===== config.mk =====
export PLATFORM = sky130hd
export DESIGN_NAME = imem_loader
export DESIGN_NICKNAME = d
export VERILOG_FILES = /design/src/rtl/imem_loader.sv
export SDC_FILE = /design/constraint.sdc
export NUM_CORES = 1
export LEC_CHECK = 0
export CAP_MARGIN = 10
export CELL_PAD_IN_SITES_DETAIL_PLACEMENT = 1
export CELL_PAD_IN_SITES_GLOBAL_PLACEMENT = 1
export CORE_ASPECT_RATIO = 1.4
export CORE_MARGIN = 3
export CORE_UTILIZATION = 38
export DETAILED_ROUTE_END_ITERATION = 12
export PLACE_DENSITY_LB_ADDON = 0.3
export SLEW_MARGIN = 20
export SYNTH_ARGS = -nofsm -noshare
export SYNTH_HDL_FRONTEND = slang
export SYNTH_SLANG_ARGS = --single-unit

===== constraint.sdc =====
create_clock -name i_clk -period 2.05 [get_ports i_clk]
set_input_delay 0.5125 -clock i_clk [delete_from_list [all_inputs] [get_ports i_clk]]
set_output_delay 0.5125 -clock i_clk [all_outputs]
set_load 0.005 [all_outputs]

===== src/rtl/imem_loader.sv =====
// Serial program loader: packs incoming bytes little-endian into 32-bit words,
// writes them to instruction memory and holds the core in reset until a full load.
module imem_loader #(
  parameter int P_DATA_WIDTH = 32,
  parameter int P_ADDR_WIDTH = 10
) (
  input  logic                    i_clk,
  input  logic                    i_rst_n,
  input  logic                    i_start,
  input  logic [P_ADDR_WIDTH-2:0] i_word_count,
  input  logic [7:0]              i_byte,
  input  logic                    i_byte_valid,
  output logic                    o_byte_ready,
  output logic                    o_we,
  output logic [P_ADDR_WIDTH-1:0] o_waddr,
  output logic [P_DATA_WIDTH-1:0] o_wdata,
  output logic                    o_core_rst_n,
  output logic                    o_busy,
  output logic                    o_done,
  output logic                    o_err
);

  // state | meaning
  // IDLE  | waiting for i_start; core released only if last load completed
  // RECV  | accepting serial bytes into the word assembler
  // WRITE | one-cycle write strobe of the assembled word
  // DONE  | one cycle, flags completion then returns to IDLE
  typedef enum logic [1:0] {
    S_IDLE  = 2'd0,
    S_RECV  = 2'd1,
    S_WRITE = 2'd2,
    S_DONE  = 2'd3
  } state_t;

  localparam int IW = P_ADDR_WIDTH - 2;
  localparam int MAX_WORDS = 2 ** IW;
  localparam logic [P_ADDR_WIDTH-2:0] MAX_COUNT = MAX_WORDS[P_ADDR_WIDTH-2:0];

  state_t                  state;
  logic [1:0]              rst_sync;
  logic [IW-1:0]           word_idx;
  logic [IW-1:0]           word_nxt;
  logic [IW-1:0]           cnt_lat;
  logic [1:0]              byte_idx;
  logic [P_DATA_WIDTH-9:0] asm_word;
  logic                    count_ok;

  // A count of exactly MAX_WORDS truncates to 0, which word_nxt reaches after the last word.
  assign word_nxt = word_idx + 1'b1;
  assign count_ok = (i_word_count != '0) && (i_word_count <= MAX_COUNT);

  // Reset release is resynchronised; the FSM stays frozen until rst_sync[1] is set.
  always_ff @(posedge i_clk or negedge i_rst_n) begin
    if (!i_rst_n) rst_sync <= 2'b00;
    else          rst_sync <= {rst_sync[0], 1'b1};
  end

  always_ff @(posedge i_clk or negedge i_rst_n) begin
    if (!i_rst_n) begin
      state        <= S_IDLE;
      word_idx     <= '0;
      cnt_lat      <= '0;
      byte_idx     <= '0;
      asm_word     <= '0;
      o_byte_ready <= 1'b0;
      o_we         <= 1'b0;
      o_waddr      <= '0;
      o_wdata      <= '0;
      o_core_rst_n <= 1'b0;
      o_busy       <= 1'b0;
      o_done       <= 1'b0;
      o_err        <= 1'b0;
    end else if (rst_sync[1]) begin
      case (state)
        S_IDLE: begin
          if (i_start) begin
            o_done       <= 1'b0;
            o_core_rst_n <= 1'b0;
            if (count_ok) begin
              cnt_lat      <= i_word_count[IW-1:0];
              word_idx     <= '0;
              byte_idx     <= '0;
              o_err        <= 1'b0;
              o_busy       <= 1'b1;
              o_byte_ready <= 1'b1;
              state        <= S_RECV;
            end else begin
              o_err <= 1'b1;
            end
          end
        end
        S_RECV: begin
          if (i_byte_valid && o_byte_ready) begin
            byte_idx <= byte_idx + 1'b1;
            if (byte_idx == 2'd3) begin
              o_wdata      <= {i_byte, asm_word};
              o_waddr      <= {word_idx, 2'b00};
              o_we         <= 1'b1;
              o_byte_ready <= 1'b0;
              state        <= S_WRITE;
            end else begin
              asm_word <= {i_byte, asm_word[P_DATA_WIDTH-9:8]};
            end
          end
        end
        S_WRITE: begin
          o_we <= 1'b0;
          if (word_nxt == cnt_lat) begin
            o_busy <= 1'b0;
            o_done <= 1'b1;
            state  <= S_DONE;
          end else begin
            word_idx     <= word_nxt;
            o_byte_ready <= 1'b1;
            state        <= S_RECV;
          end
        end
        S_DONE: begin
          o_core_rst_n <= 1'b1;
          state        <= S_IDLE;
        end
        default: state <= S_IDLE;
      endcase
    end
  end

endmodule


==> run summary <==
synthesis warning total = 0
Async S/R FF share, synth = 100%
Critical Path Source Type = input pin
# diodes = 0
CP top delay family = simple AND/OR/NAND/NOR gates
Mean Syn Cell Area = 13.3 um2
H-tree level count = 3
Post-Synthesis Cells = 294
Filler Cell Count = 1050
die width = 91.8 um
row count = 43
Crit. End Element = flop
Final Power = 7.01 mW
Clk pwr share = 22.4%
CP bufs+invs = 1
Remaining Overflow, GRT = 0
synthesized area = 3920 um2
Post-synth EDFFs = 0
Initial Utilization = 39.2%
register bit total from synthesis = 92
hold crit path type = in -> async
R2R Path Start = word_idx[1]
via/cell ratio = 5.05
initial antenna violation count = 0
final setup vio count = 0
r2r endpoint = word_idx[0]
largest net degree at the start of global routing = 50
ys flop type = dfrtp_1
met2 usage = 31.7%
sequential share of power = 43.0%
post-synth cell types = 45
drt drc = 0
Initial DRC Count = 91
first-pass GRT wire length = 16200 um
clk_skew = 0.00494 ns
max frequency = 498 MHz
WP data required = 2.27 ns
Die H = 126 um
CTS clock-pin slew for the worst setup and hold paths = 0.06 ns
clk_lat worst skew = 0.34 ns
cts bufs inserted = 9
CP max-delay cell = or4_4
final period utilization = 98.0%
CTS tree = yes
met3 Resource Use GR = 4.72%
CP Class = in -> reg
met1 usage = 20.6%
post-route setup slack = 0.0401 ns
Tmin final = 2.01 ns
sequential area share after synthesis = 58.7%
final hold violation count = 0
Reg area = 2300 um2
area grow syn2layout = 39.2%
First-pass DRT Iterations = 4
status = finished clean
crit-path max cell delay = 0.58 ns
post-route ant nets = 0
dpl ws = -0.670 ns
CORE AREA = 10000 um2
Max Slew Vio Count = 0
Psw = 2.12 mW
Multi-input gate area = 1670 um2
DP Wirelength = 6460 um
crit-path cells = clkbuf_2 -> or4_4 -> or3_4 -> a31oi_4 -> nor3_2 -> a221o_1
gr usage total = 17.8%
post-layout net count = 427
number of global-route vias before repair = 3109
final setup TNS = 0 ns
PortBufs = 66
Final GP Congestion = 0.789
Max VDD drop = 724 uV
via count = 2748
leakage = 2.44 nW
layout cells sized above 1 = 39.4%
Root Driver = clkbuf_16
WL/cell = 17.4 um
Arrival @ worst endpoint = 2.23 ns
clk buf depth = 2
Max Fanout on Critical Path = 4
busiest grt layer = met2
switching portion of total power = 30.2%
I/O pins = 69
PwrDens = 1290 nW/um2
number of max-cap violations = 0
CTS sink cnt = 92
critical path depth in cells = 6
full die area = 11600 um2
Int Pwr = 4.90 mW
power share of the combinational group = 34.7%
final WL = 9480 um
Worst R2R Setup Slack = 0.07 ns
reg2reg path depth = 9
per-stage QoR:
stage | util, % | cell area, um2 | cells | hold slack [ns]
2_1_floorplan | - | 3930 | 295 | 0.217
3_3_place_gp | 50.5 | 5050 | 523 | 0.333
3_5_place_dp | 50.5 | 5050 | 523 | 0.356
4_1_cts | 54.2 | 5420 | 542 | 0.0900
5_1_grt | 54.5 | 5460 | 544 | 0.104
6_report | 54.5 | 5460 | 544 | 0.0905
sequential cells by signal, summed over array words and instances (netlist names):
name / count
asm_word: 24
o_busy: 1
o_byte_ready: 1
o_we: 1
rst_sync: 2
o_done: 1
o_err: 1
word_idx: 8
byte_idx: 2
cnt_lat: 8
state: 2
o_waddr: 8
o_wdata: 32
o_core_rst_n: 1
worst max path at each step:
stage / start / end / slack (ns)
2_1_floorplan: i_word_count[5] / cnt_lat[0] / -0.1
3_3_place_gp: i_word_count[5] / cnt_lat[5] / -0.63
3_5_place_dp: i_word_count[5] / cnt_lat[6] / -0.67
4_1_cts: i_word_count[0] / byte_idx[1] / 0.002
5_1_grt: word_idx[1] / word_idx[0] / -0.02
6_report: i_word_count[4] / word_idx[0] / 0.04
cells in the mapped netlist, types with 2 or more instances:
master	number	area [um2]
nor2b_1	2	12.5
conb_1	2	7.51
o21ai_1	2	10.0
o21a_1	2	15.0
and3_1	4	25.0
nand4_1	3	18.8
or3_1	3	18.8
inv_1	7	26.3
nand2b_1	2	12.5
o211ai_1	2	15.0
dfrtp_1	92	2300
xnor2_1	5	43.8
nor3_1	3	15.0
nor2_1	11	41.3
nand3_1	6	30.0
clkbuf_1	3	11.3
o21ai_0	13	65.1
and2_1	2	12.5
mux2_2	72	811
buf_4	2	15.0
nor4_2	2	25.0
a31oi_1	2	12.5
nand2_1	9	33.8
buf_2	10	50.1
xor2_1	4	35.0
a21oi_1	7	35.0
ha_1	2	25.0
o31ai_1	3	22.5
placed cells by master, fill, tap and decap left out, drive strengths merged, types with 2 or more instances in the layout:
master | Yosys | layout
a21oi | 7 | 7
a31oi | 3 | 3
and2 | 2 | 2
and3 | 4 | 4
buf | 12 | 50
clkbuf | 3 | 12
clkdlybuf4s15 | 0 | 2
clkdlybuf4s50 | 0 | 57
clkinv | 0 | 2
clkinvlp | 0 | 2
conb | 2 | 3
dfrtp | 92 | 92
ha | 2 | 2
inv | 7 | 9
mux2 | 72 | 72
nand2 | 10 | 11
nand2b | 2 | 2
nand3 | 6 | 6
nand4 | 4 | 4
nor2 | 11 | 11
nor2b | 2 | 2
nor3 | 3 | 3
nor4 | 2 | 2
o211ai | 2 | 2
o21a | 2 | 2
o21ai | 15 | 15
o31ai | 3 | 3
or3 | 4 | 4
or4 | 2 | 2
xnor2 | 5 | 5
xor2 | 4 | 4
cell families (layout without fill, tap and decap cells):
kind of cell | Yosys count | after routing | synth area share (%)
buffers and inverters | 22 | 135 | 2.62
AOI/OAI and AO/OA | 39 | 39 | 6.67
muxes | 72 | 72 | 20.7
and+or+nand+nor | 56 | 57 | 8.46
adders and majority gates | 2 | 2 | 0.638
xor gates and xnor gates | 9 | 9 | 2.01
DFF | 92 | 92 | 58.7
other | 2 | 3 | 0.192
power by group through the flow:
stage,combinational [mW],sequential (mW),clock [mW]
after floorplan,1.15,2.90,0
after global placement,2.19,2.99,0
after detailed placement,2.27,3.04,0
after CTS,2.39,3.03,1.61
after global routing,2.65,3.13,1.68
final,2.43,3.01,1.57
layout make-up:
type,count,share of cell area [%]
Clock inverter,6,0.894
Multi-Input combinational cell,182,30.5
Timing Repair Buffer,112,18.6
Sequential cell,92,42.2
Clock buffer,10,4.20
Inverter,7,0.481
Tap cell,135,3.09
metal layers:
metal	routed length [um]	vias to the layer above
li1	-	1267
met1	3770	1420
met2	5130	52
met3	417	9
met4	163	0
met5	0	-
what timing repair did:
item,4_1_cts,5_1_grt
setup endpoints to repair,23,19
hold endpoints to repair,0,0
pin swaps,7,8
cloned,1,0
buffers inserted,2,2
resized for setup,36,14
hold buffers,0,0
Note: power is estimated with default switching activity, not from simulation.
